File: src/rtl/fetch_unit.sv
// fetch_unit: LC-3b instruction fetch stage. Owns the PC, issues I-cache
// requests, loads IF/ID, and squashes wrong-path data on a flush.
module fetch_unit #(
  parameter logic [15:0] PC_RESET = 16'h0000
) (
  input  logic        clk,
  input  logic        rst,
  input  logic        stall,
  input  logic        flush,
  input  logic [15:0] flush_target,
  input  logic        icache_resp,
  input  logic [15:0] icache_rdata,
  output logic        icache_read,
  output logic [15:0] icache_address,
  output logic        ifid_valid,
  output logic [15:0] ifid_pc,
  output logic [15:0] ifid_pc_plus2,
  output logic [15:0] ifid_instr
);

  localparam int unsigned XW = 16;

  typedef enum logic [1:0] {
    FETCH = 2'd0,
    DROP  = 2'd1,
    HOLD  = 2'd2
  } state_t;

  state_t          state, state_next;
  logic [XW-1:0]   pc, pc_next;
  logic [XW-1:0]   redirect_pc, redirect_pc_next;
  logic [XW-1:0]   skid, skid_next;
  logic            ifid_valid_next;
  logic [XW-1:0]   ifid_pc_next, ifid_pc_plus2_next, ifid_instr_next;
  logic [XW-1:0]   target;
  logic [XW-1:0]   pc_plus2;

  // Redirect target is always halfword aligned; PC math wraps at 16 bits.
  assign target   = flush_target & 16'hFFFE;
  assign pc_plus2 = XW'(pc + 16'd2);

  // State register.
  always_ff @(posedge clk or posedge rst) begin
    if (rst) state <= FETCH;
    else     state <= state_next;
  end

  // Next-state logic: a flush during an outstanding miss waits out the
  // response in DROP; a response under stall parks in HOLD.
  always_comb begin
    state_next = state;
    case (state)
      FETCH: begin
        if (flush) begin
          if (!icache_resp) state_next = DROP;
        end else if (icache_resp && stall) begin
          state_next = HOLD;
        end
      end
      DROP: if (icache_resp) state_next = FETCH;
      HOLD: if (flush || !stall) state_next = FETCH;
      default: state_next = FETCH;
    endcase
  end

  // Output logic: request strobe is held through DROP so the old address
  // stays stable until its response retires.
  always_comb begin
    icache_read    = 1'b0;
    icache_address = pc;
    if (!rst && (state != HOLD)) icache_read = 1'b1;
  end

  // Datapath next values: PC, redirect, skid buffer and IF/ID.
  always_comb begin
    pc_next            = pc;
    redirect_pc_next   = redirect_pc;
    skid_next          = skid;
    ifid_valid_next    = ifid_valid;
    ifid_pc_next       = ifid_pc;
    ifid_pc_plus2_next = ifid_pc_plus2;
    ifid_instr_next    = ifid_instr;
    case (state)
      FETCH: begin
        if (flush) begin
          ifid_valid_next = 1'b0;
          if (icache_resp) pc_next = target;
          else             redirect_pc_next = target;
        end else if (icache_resp) begin
          if (!stall) begin
            ifid_valid_next    = 1'b1;
            ifid_pc_next       = pc;
            ifid_pc_plus2_next = pc_plus2;
            ifid_instr_next    = icache_rdata;
            pc_next            = pc_plus2;
          end else begin
            skid_next = icache_rdata;
          end
        end else if (!stall) begin
          ifid_valid_next = 1'b0;
        end
      end
      DROP: begin
        ifid_valid_next = 1'b0;
        if (flush) redirect_pc_next = target;
        if (icache_resp) pc_next = flush ? target : redirect_pc;
      end
      HOLD: begin
        if (flush) begin
          ifid_valid_next = 1'b0;
          pc_next         = target;
        end else if (!stall) begin
          ifid_valid_next    = 1'b1;
          ifid_pc_next       = pc;
          ifid_pc_plus2_next = pc_plus2;
          ifid_instr_next    = skid;
          pc_next            = pc_plus2;
        end
      end
      default: ;
    endcase
  end

  // Datapath registers.
  always_ff @(posedge clk or posedge rst) begin
    if (rst) begin
      pc            <= PC_RESET;
      redirect_pc   <= '0;
      skid          <= '0;
      ifid_valid    <= 1'b0;
      ifid_pc       <= '0;
      ifid_pc_plus2 <= '0;
      ifid_instr    <= 16'h0000;
    end else begin
      pc            <= pc_next;
      redirect_pc   <= redirect_pc_next;
      skid          <= skid_next;
      ifid_valid    <= ifid_valid_next;
      ifid_pc       <= ifid_pc_next;
      ifid_pc_plus2 <= ifid_pc_plus2_next;
      ifid_instr    <= ifid_instr_next;
    end
  end

endmodule

File: config.mk
export PLATFORM = sky130hd
export DESIGN_NAME = fetch_unit
export DESIGN_NICKNAME = d
export VERILOG_FILES = /design/src/rtl/fetch_unit.sv
export SDC_FILE = /design/constraint.sdc
export NUM_CORES = 1
export LEC_CHECK = 0
export CAP_MARGIN = 30
export CORE_MARGIN = 2
export CORE_UTILIZATION = 50
export CTS_CLUSTER_SIZE = 16
export DETAILED_ROUTE_END_ITERATION = 10
export GPL_TIMING_DRIVEN = 0
export PLACE_DENSITY = 0.79
export SLEW_MARGIN = 20
export SYNTH_ARGS = -nofsm -noshare
export SYNTH_HDL_FRONTEND = slang
export SYNTH_SLANG_ARGS = --single-unit
File: constraint.sdc
create_clock -name clk -period 4.24 [get_ports clk]
set_input_delay 1.06 -clock clk [delete_from_list [all_inputs] [get_ports clk]]
set_output_delay 1.06 -clock clk [all_outputs]
set_load 0.1 [all_outputs]
[After elaboration in Yosys (flattened, before gate mapping)]
Cells that the tools add are included.
Cells by class
  $add $sub $neg: 1
  equal/unequal tests: 15
  mux-type cells: 40
  reductions and logical operators: 16
  bitwise operators: 1
Operators with widths (count)
  $mux 16: 22
  $pmux 16 s2: 4
  $pmux 16 s3: 1
  $ne 2x2->1 const B: 10
  $add 16x2->16 const B: 1
  $reduce_and 4->1: 3
  $mux 2: 5
  $mux 1: 6
  $ne 3x3->1 const B: 2
  $pmux 2 s3: 1
  $reduce_and 3->1: 2
  $reduce_and 6->1: 1
  $ne 4x4->1 const B: 1
  $reduce_bool 2->1: 2
  $pmux 1 s3: 1
  $reduce_bool 3->1: 1
  $eq 2x1->1 const B: 1
  $eq 2x2->1 const B: 1
  $logic_and 1x1->1: 2
  $logic_not 1->1: 2
  $logic_not 2->1: 1
  $reduce_and 2->1: 1
  $logic_or 1x1->1: 1
  $not 1->1: 1
Word-level totals
  flip-flop bits (word level): 99
  input bits: 37

[Logic depth before layout (Yosys ltp)]
Gate-level depths: netlist of the first run.
  word-level depth: 5
  gate-level depth with buffers: 9

[Worst setup path before layout of the first run]
No wires, ideal clock.
  path type: reg2out
  start point: reg state[0]
  end point: out icache_read
  path buffers: 2
  data arrival time: 2421 ps
  setup slack: 759 ps
  stages on the path, launching flop included: 6
  cells stage by stage: dfrtp_1 inv_1 ha_1 buf_2 buf_1 nor2_1
On the way
  longest elaborated chain between the ends: 3
RTL lines
  from (decl): RTL line 29  | state_t state, state_next;
  from (signal assigned): RTL line 45  | else state <= state_next;
  $ne 2x2->1: RTL line 71  | if (!rst && (state != HOLD)) icache_read = 1'b1;
  $logic_and 1x1->1: RTL line 71
  $mux 1: RTL line 71
  to (decl): RTL line 13  | output logic icache_read,
Every way passes these cells.

[Worst setup path in the final report of the first run]
Ends and elaborated chain as after synthesis.

==> impl_metrics.yaml, run 1 <==
logic_synthesis:
  synth_cell_type_count: 43
  synthMostInstantiatedCell: "dfrtp_1"
  synth_area_leader_cell: "dfrtp_1"
  synth_nets: 464
  synthXorXnorAreaFrac_pct: 2.490
  synth-seq-cells: 98
  synth_top_area_share_pct: 53.64
  synth_cells: 422
  synth-warning-count: 0
  synth_edf_count: 0
  yosys.area_share.simple_pct: 10.45
  yosysSeqAreaShare_pct: 53.64
  synth_top_family_by_area: "multiplexers"
  synth_compound_gate_area_share_pct: 12.18
  synthArstFlopShare_pct: 100.0
  synth.top_cells.by_count: "dfrtp_1, nand2_1, o21ai_0, mux2_2, mux2i_1"
  avgSynthCellArea_um2: 10.83
  syn_area_um2: 4572
  synthMuxAreaShare_pct: 16.12
  ys_top_cells_by_area: "dfrtp_1, mux2_2, o21ai_0, mux2i_1, nand2_1"
  ys.flop_type: "dfrtp_1"
  synthAdderAreaFrac_pct: 1.368
clocking:
  path_clk_slew_ps: 100
  cts_setup_buffers: 0
  cts_tree: "built"
  clock_path_buffers: 2
  cts.sinks: 98
  cts-root-buf: "clkbuf_8"
  cts_made_buffers: 9
  clk_latency_ps: 360
  htree_levels: 3
global_routing:
  grtUsageTotal_pct: 23.12
  first_global_vias: 3540
  grt-ovfl-total: 0
  grt_pass1_wl_um: 17970
  antenna_found_initial: 0
  grt_max_degree: 71
floorplanning:
  start_util_pct: 51.92
  ios: 103
  fp.dieH_um: 99.63
  dieArea_um2: 9925
  die_w_um: 99.63
  core.rowCount: 34
  core_area_um2: 8806
critical_path:
  worstReg2RegEnd: "icache_address[14]"
  endpoint_kind: "output port"
  start_kind: "register"
  r2r_cells: 8
  ff2ff_setup_slack_ps: 1670
  arrival_ps: 2600
  cp.required_ps: 3180
  critical_path_class: "register to output port"
  r2r_start: "state[1]"
  path_max_fanout: 10
sta:
  fin_crit_sh_pct: 86.29
  hold_viol: 0
  max_freq_mhz: 273.3
  clock_skew_ps: 11.11
  rsz0062_at_grt: "no"
  setup_ws_ps: 581.4
  fin_crit_ps: 3659
  slew_headroom_pct: 31.85
  holdWs_ps: 487.8
  drv_slew: 0
  tightest_slew_ps: 1019
  setup_viol: 0
drt:
  wl_um: 10980
  drc: 0
  wl_per_cell_um: 17.00
  ant_nets: 0
  vias: 3615
  viasPerCell: 5.596
  first_pass_iters: 5
  drt_iter0_drc: 266
finish:
  diodes: 0
  area_growth_pct: 29.34
  drive_gt1_share_pct: 15.43
  nets: 575
  nFillCells: 690
placed_design:
  post-place-ws_ps: 342.4
  dp_hpwl_um: 8104
  routabilityCongestion: 0.8223
  numPortBuffers: 98
worst_hold_path:
  worstHoldPathType: "register to register"
  hp-start: "ifid_instr[13]"
  min_to: "ifid_instr[13]"
  whs_path_depth: 2
run:
  max_cap_viol_count: 0
run_status:
  status: "completed"
## cells by family after synthesis
| kind of cell | count (synthesis) |
|---|---|
| adders and majority gates | 5 |
| xor gates and xnor gates | 13 |
| and+or+nand+nor | 104 |
| DFF | 98 |
| muxes | 68 |
| buffers and inverters | 40 |
| AOI/OAI and AO/OA | 94 |
## routing by layer
| metal | share of wire, % | wire length, µm | GRT usage (%) | vias to the layer above |
|---|---|---|---|---|
| met5 | 0 | 0 | 0 | - |
| met4 | 1.5 | 165 | 6.006 | 0 |
| met3 | 5.9 | 645 | 5.060 | 13 |
| met2 | 50 | 5469 | 37.68 | 147 |
| met1 | 43 | 4701 | 31.66 | 1759 |
| li1 | - | - | - | 1696 |
## cells in the final DEF (no fill, tap or decap), types with 6 or more instances in the layout
cell,synthesis,layout
nor3_1,6,6
o21ai_0,58,58
clkbuf_8,0,9
nor2_1,13,13
o2bb2ai_1,8,8
nand3_1,6,6
dfrtp_1,98,98
clkbuf_1,17,18
mux2i_1,23,23
buf_2,11,12
nand2_1,60,60
inv_1,8,7
mux2_2,45,45
a21oi_1,11,11
xnor2_1,10,10
clkdlybuf4s50_1,0,97
## layout make-up
class | instances | area [µm²] | share of cell area (%)
buffer | 32 | 141.4 | 2.391
clock inverter | 6 | 57.56 | 0.9733
multi-input combinational | 284 | 1948 | 32.95
timing repair buffer | 100 | 1016 | 17.18
clock buffer | 10 | 127.6 | 2.158
sequential | 98 | 2452 | 41.47
tap | 108 | 135.1 | 2.285
inverter | 8 | 35.03 | 0.5925
## what timing repair did
| action | CTS | global route |
|---|---|---|
| endpoints found under the setup margin | 0 | 1 |
| endpoints found under the hold margin | 0 | 0 |
| hold buffers | 0 | 0 |
| resized for setup | 0 | 1 |
## how the worst max path moves through the flow
stage,depth (start not counted),endpoint,slack [ps],from
finish,6,icache_read,580,state[0]
global route,6,icache_read,450,state[0]
CTS,6,icache_read,80,state[0]
detailed placement,3,icache_read,340,rst
global placement,2,ifid_pc_plus2[0],-820,rst
floorplan,1,icache_address[0],620,rst
## through the flow
step | TNS (ps) | instances | area, µm² | utilization, %
finish | 0 | 646 | 5913 | 67.15
global route | 0 | 646 | 5913 | 67.15
CTS | 0 | 646 | 5911 | 67.12
detailed placement | 0 | 630 | 5725 | 65.02
global placement | -79350 | 628 | 5688 | 64.59
floorplan | 0 | 422 | 4572 | -
## worst max-delay path, stage by stage, from the launching register on
cell and delay, ps:
dfrtp_1 400, inv_1 90, ha_1 210, buf_2 220, buf_1 360, nor2_1 190, dlymetal6s2s_1 760
## flip-flops by register name, indices dropped and copies added, names as in the netlist
name and flops:
icache_address 16, ifid_instr 16, ifid_pc 15, ifid_pc_plus2 16, ifid_valid 1, redirect_pc 16
skid 16, state 2
Power of run 1 is left out: the tool's default activity adds up to more than one toggle a clock period on the data nets, which glitch-free logic cannot reach.
==> inputs of run 2 (changes only) <==
--- a/config.mk
+++ b/config.mk
@@ -10,7 +10,7 @@
 export CORE_UTILIZATION = 50
 export CTS_CLUSTER_SIZE = 16
 export DETAILED_ROUTE_END_ITERATION = 10
-export GPL_TIMING_DRIVEN = 0
+export GPL_TIMING_DRIVEN = 1
 export PLACE_DENSITY = 0.79
 export SLEW_MARGIN = 20
 export SYNTH_ARGS = -nofsm -noshare
==> run 2 against run 1 <==
Maximum frequency up 12%. Design area about the same. Final cell count down 4.0%. Worst setup slack better by 400 ps. Sequential share of layout area about the same. Utilization about the same. Critical endpoint is now skid[15].
==> impl_metrics.yaml, run 2 (synthesized netlist as in run 1, its figures left out) <==
sta:
  hold_viol: 0
  tightest_slew_ps: 1002
  slew_headroom_pct: 32.98
  tns_ps: 0
  max_freq_mhz: 307.2
  drv_slew: 0
  rsz0062_at_grt: "no"
  setup_viol: 0
  fin_crit_sh_pct: 76.78
  fin_crit_ps: 3255
  clock_skew_ps: 10.44
clocking:
  cts_tree: "built"
  cts_resized: 0
  cts-root-buf: "clkbuf_8"
  clk_latency_ps: 350
  path_clk_slew_ps: 90
  clock_path_buffers: 2
  hold_buffers: 0
  htree_levels: 3
  cts_setup_buffers: 0
  cts.sinks: 98
  cts_made_buffers: 9
floorplanning:
  core_area_um2: 8806
  dieArea_um2: 9925
  start_util_pct: 51.92
  fp.dieH_um: 99.63
  die_w_um: 99.63
  core.rowCount: 34
  ios: 103
global_routing:
  grtUsageTotal_pct: 21.35
  antenna_found_initial: 0
  grt-ovfl-total: 0
  grt_pass1_wl_um: 16790
  first_global_vias: 3314
  grt_max_degree: 71
drt:
  highest_layer: "met4"
  drt-met1-wl_um: 4766
  viasPerCell: 5.532
  dr_wl_met3_um: 478
  vias: 3430
  drc: 0
  first_pass_iters: 4
  drt_iter0_drc: 188
  ant_nets: 0
  met2_wirelength_um: 4900
  wl_um: 10260
  wl_per_cell_um: 16.55
placed_design:
  routabilityCongestion: 0.8183
  dp_hpwl_um: 7186
  place_area_um2: 5628
  numPortBuffers: 101
critical_path:
  worstReg2RegEnd: "icache_address[4]"
  cp.required_ps: 4470
  endpoint_kind: "register"
  ff2ff_setup_slack_ps: 1610
  arrival_ps: 3490
  path_max_fanout: 19
  r2r_start: "state[1]"
  critical_path_class: "input port to register"
  crit_slowest_cell: "nand4_1"
  start_kind: "input port"
  crit_chain: "clkdlybuf4s50_1, inv_1, nand4_1, mux2_2"
  critPathMaxStageDelay_ps: 760
  r2r_cells: 6
finish:
  diodes: 0
  fin_area_um2: 5916
  area_growth_pct: 29.39
  nFillCells: 658
  drive_gt1_share_pct: 14.84
  final_cell_mix: "clkdlybuf4s50_1, dfrtp_1, nand2_1"
  nets: 549
  final_common_cell: "clkdlybuf4s50_1"
worst_hold_path:
  min_to: "ifid_instr[3]"
  whs_path_depth: 2
  worstHoldPathType: "register to register"
  hp-start: "ifid_instr[3]"
run:
  max_cap_viol_count: 0
run_status:
  status: "completed"
run 2: metal layers:
layer	global-route usage [%]	vias up
met5	0	-
met4	6.744	0
met3	3.233	9
met2	32.74	98
met1	31.51	1676
li1	-	1647
run 2: area by class of cell:
type	count	area [µm²]	area share, %
inverter	8	32.53	0.5499
timing repair buffer	106	1059	17.89
clock inverter	7	163.9	2.771
tap	108	135.1	2.284
sequential	98	2452	41.46
clock buffer	9	123.9	2.094
multi-input combinational	284	1949	32.95
run 2: worst max-delay path: cells and delay by family:
kind | cells | cell delay, ps
multiplexers | 1 | 580
AND/OR/NAND/NOR | 1 | 760
buffers and inverters | 2 | 1080
run 2: worst max path at each step:
stage | start | endpoint | cells after the start | slack, ps
2_1_floorplan | rst | icache_address[0] | 1 | 620
3_3_place_gp | flush | skid[3] | 4 | 670
3_5_place_dp | flush | skid[8] | 4 | 670
4_1_cts | icache_address[5] | icache_address[5] | 1 | 1010
5_1_grt | flush | skid[15] | 4 | 860
6_report | flush | skid[15] | 4 | 980
run 2: through the flow:
step	util, %	std cells	worst slack [ps]	hold WS (ps)
4_1_cts	67.18	620	1009	488.4
5_1_grt	67.18	620	862.2	501.1
3_5_place_dp	63.91	604	674.6	469.0
3_3_place_gp	63.91	604	672.3	460.5
6_report	67.18	620	984.6	483.3
2_1_floorplan	-	422	617.9	453.4
Power of run 2 is left out for the same reason.
==> inputs of run 3 (changes only) <==
--- a/config.mk
+++ b/config.mk
@@ -7,11 +7,11 @@
 export LEC_CHECK = 0
 export CAP_MARGIN = 30
 export CORE_MARGIN = 2
-export CORE_UTILIZATION = 50
+export CORE_UTILIZATION = 46
 export CTS_CLUSTER_SIZE = 16
 export DETAILED_ROUTE_END_ITERATION = 10
 export GPL_TIMING_DRIVEN = 1
-export PLACE_DENSITY = 0.79
+export PLACE_DENSITY = 0.77
 export SLEW_MARGIN = 20
 export SYNTH_ARGS = -nofsm -noshare
 export SYNTH_HDL_FRONTEND = slang
==> constraint.sdc (replaced) <==
create_clock -name clk -period 2.95 [get_ports clk]
set_input_delay 0.7375 -clock clk [delete_from_list [all_inputs] [get_ports clk]]
set_output_delay 0.7375 -clock clk [all_outputs]
set_load 0.1 [all_outputs]
==> run 3 against run 2 <==
Clock-buffer cell count is 2 higher. Highest routed layer unchanged. Final cell count increased by 5.3%. Critical path type is now register to register. Non-clock buffer count up 8. Critical endpoint is now icache_address[13].
==> impl_metrics.yaml, run 3 (synthesized netlist as in run 1, its figures left out) <==
finish:
  fin_cells: 653
  nFillCells: 845
  nets: 557
  fin_util_pct: 59.98
  final_cell_mix: "dfrtp_1, buf_4, nand2_1"
  final_common_cell: "dfrtp_1"
  area_growth_pct: 27.64
  diodes: 0
  drive_gt1_share_pct: 28.85
sta:
  setup_viol: 0
  slew_headroom_pct: 54.73
  drv_slew: 0
  tns_ps: 0
  rsz0062_at_grt: "no"
  fin_crit_ps: 2301
  hold_viol: 0
  setup_ws_ps: 648.9
  fin_crit_sh_pct: 78.00
  tightest_slew_ps: 679.1
  max_freq_mhz: 434.6
  clock_skew_ps: 13.45
clocking:
  cts_setup_buffers: 0
  path_clk_slew_ps: 100
  cts.sinks: 98
  clk_latency_ps: 370
  clock_path_buffers: 2
  cts_made_buffers: 9
  cts_tree: "built"
  hold_buffers: 0
  cts-root-buf: "clkbuf_8"
  cts_resized: 0
  htree_levels: 3
critical_path:
  critPathMaxStageDelay_ps: 600
  path_max_fanout: 19
  cp.required_ps: 3180
  start_kind: "register"
  crit_family: "adder cells"
  cp_num_buf_inv: 3
  critical_path_class: "register to register"
  crit_top_cell: "buf_4"
  crit_chain: "inv_1, ha_1, nor2_1, buf_4, a211oi_1, buf_4, o21ai_0, o2bb2ai_1"
  arrival_ps: 2530
  ff2ff_setup_slack_ps: 650
  crit_slowest_cell: "ha_1"
  endpoint_kind: "register"
global_routing:
  grt_pass1_wl_um: 17780
  grt_max_degree: 53
  grt-ovfl-total: 0
  grtUsageTotal_pct: 20.87
  first_global_vias: 3385
  antenna_found_initial: 0
drt:
  viasPerCell: 5.358
  ant_nets: 0
  wl_per_cell_um: 16.31
  drt_iter0_drc: 183
  first_pass_iters: 4
  vias: 3499
  wl_um: 10650
  drc: 0
placed_design:
  routabilityCongestion: 0.8435
  post-place-ws_ps: 362.1
  dp.cells: 637
  dp_hpwl_um: 7719
  numPortBuffers: 101
floorplanning:
  die_w_um: 103.7
  core_area_um2: 9729
  dieArea_um2: 10750
  core.rowCount: 36
  fp.dieH_um: 103.7
  ios: 103
  start_util_pct: 46.99
run:
  max_cap_viol_count: 0
run_status:
  status: "completed"
worst_hold_path:
  worstHoldPathType: "register to register"
==> run 3: path summary, 6_finish.rpt <==
| kind | cells past startpoint | from | to |
|---|---|---|---|
| setup / recovery | 8 | state[1] | icache_address[13] |
| hold / removal | 2 | ifid_instr[2] | ifid_instr[2] |
| setup reg to reg | 8 | state[1] | icache_address[13] |
| hold reg to reg | 2 | ifid_instr[2] | ifid_instr[2] |
| max in group asynchronous | 3 | rst | redirect_pc[1] |
| min in group asynchronous | 2 | rst | ifid_instr[5] |
==> run 3: layout make-up <==
class / instances / area [µm²] / area share, %
multi-input cells: 284 / 1952 / 33.45
flip-flops and latches: 98 / 2452 / 42.02
inverters: 8 / 33.78 / 0.5789
clock inverters: 5 / 61.31 / 1.051
repair buffers: 114 / 1018 / 17.45
well taps: 133 / 166.4 / 2.852
clock buffers: 11 / 151.4 / 2.594
==> run 3: routing by layer <==
| layer | track usage (%) | part of all wire (%) |
|---|---|---|
| met4 | 9.459 | 2.0 |
| met2 | 32.17 | 47 |
| met5 | 0 | 0 |
| met1 | 29.19 | 46 |
| met3 | 3.335 | 4.3 |
==> run 3: worst reg2reg max path, delay by kind of cell (launching register included) <==
kind                       cells  cell delay, ps
AOI/OAI and AO/OA              3             490
DFF                            1             410
and+or+nand+nor                1             120
adders and majority gates      1             600
buffers and inverters          3             530
==> run 3: through the flow <==
step / instance area [µm²] / hold WS (ps)
2_1_floorplan: 4578 / 453.4
3_3_place_gp: 5623 / 462.2
3_5_place_dp: 5623 / 472.2
4_1_cts: 5836 / 493.2
5_1_grt: 5836 / 513.2
6_report: 5836 / 487.2
Power of run 3 is left out for the same reason.
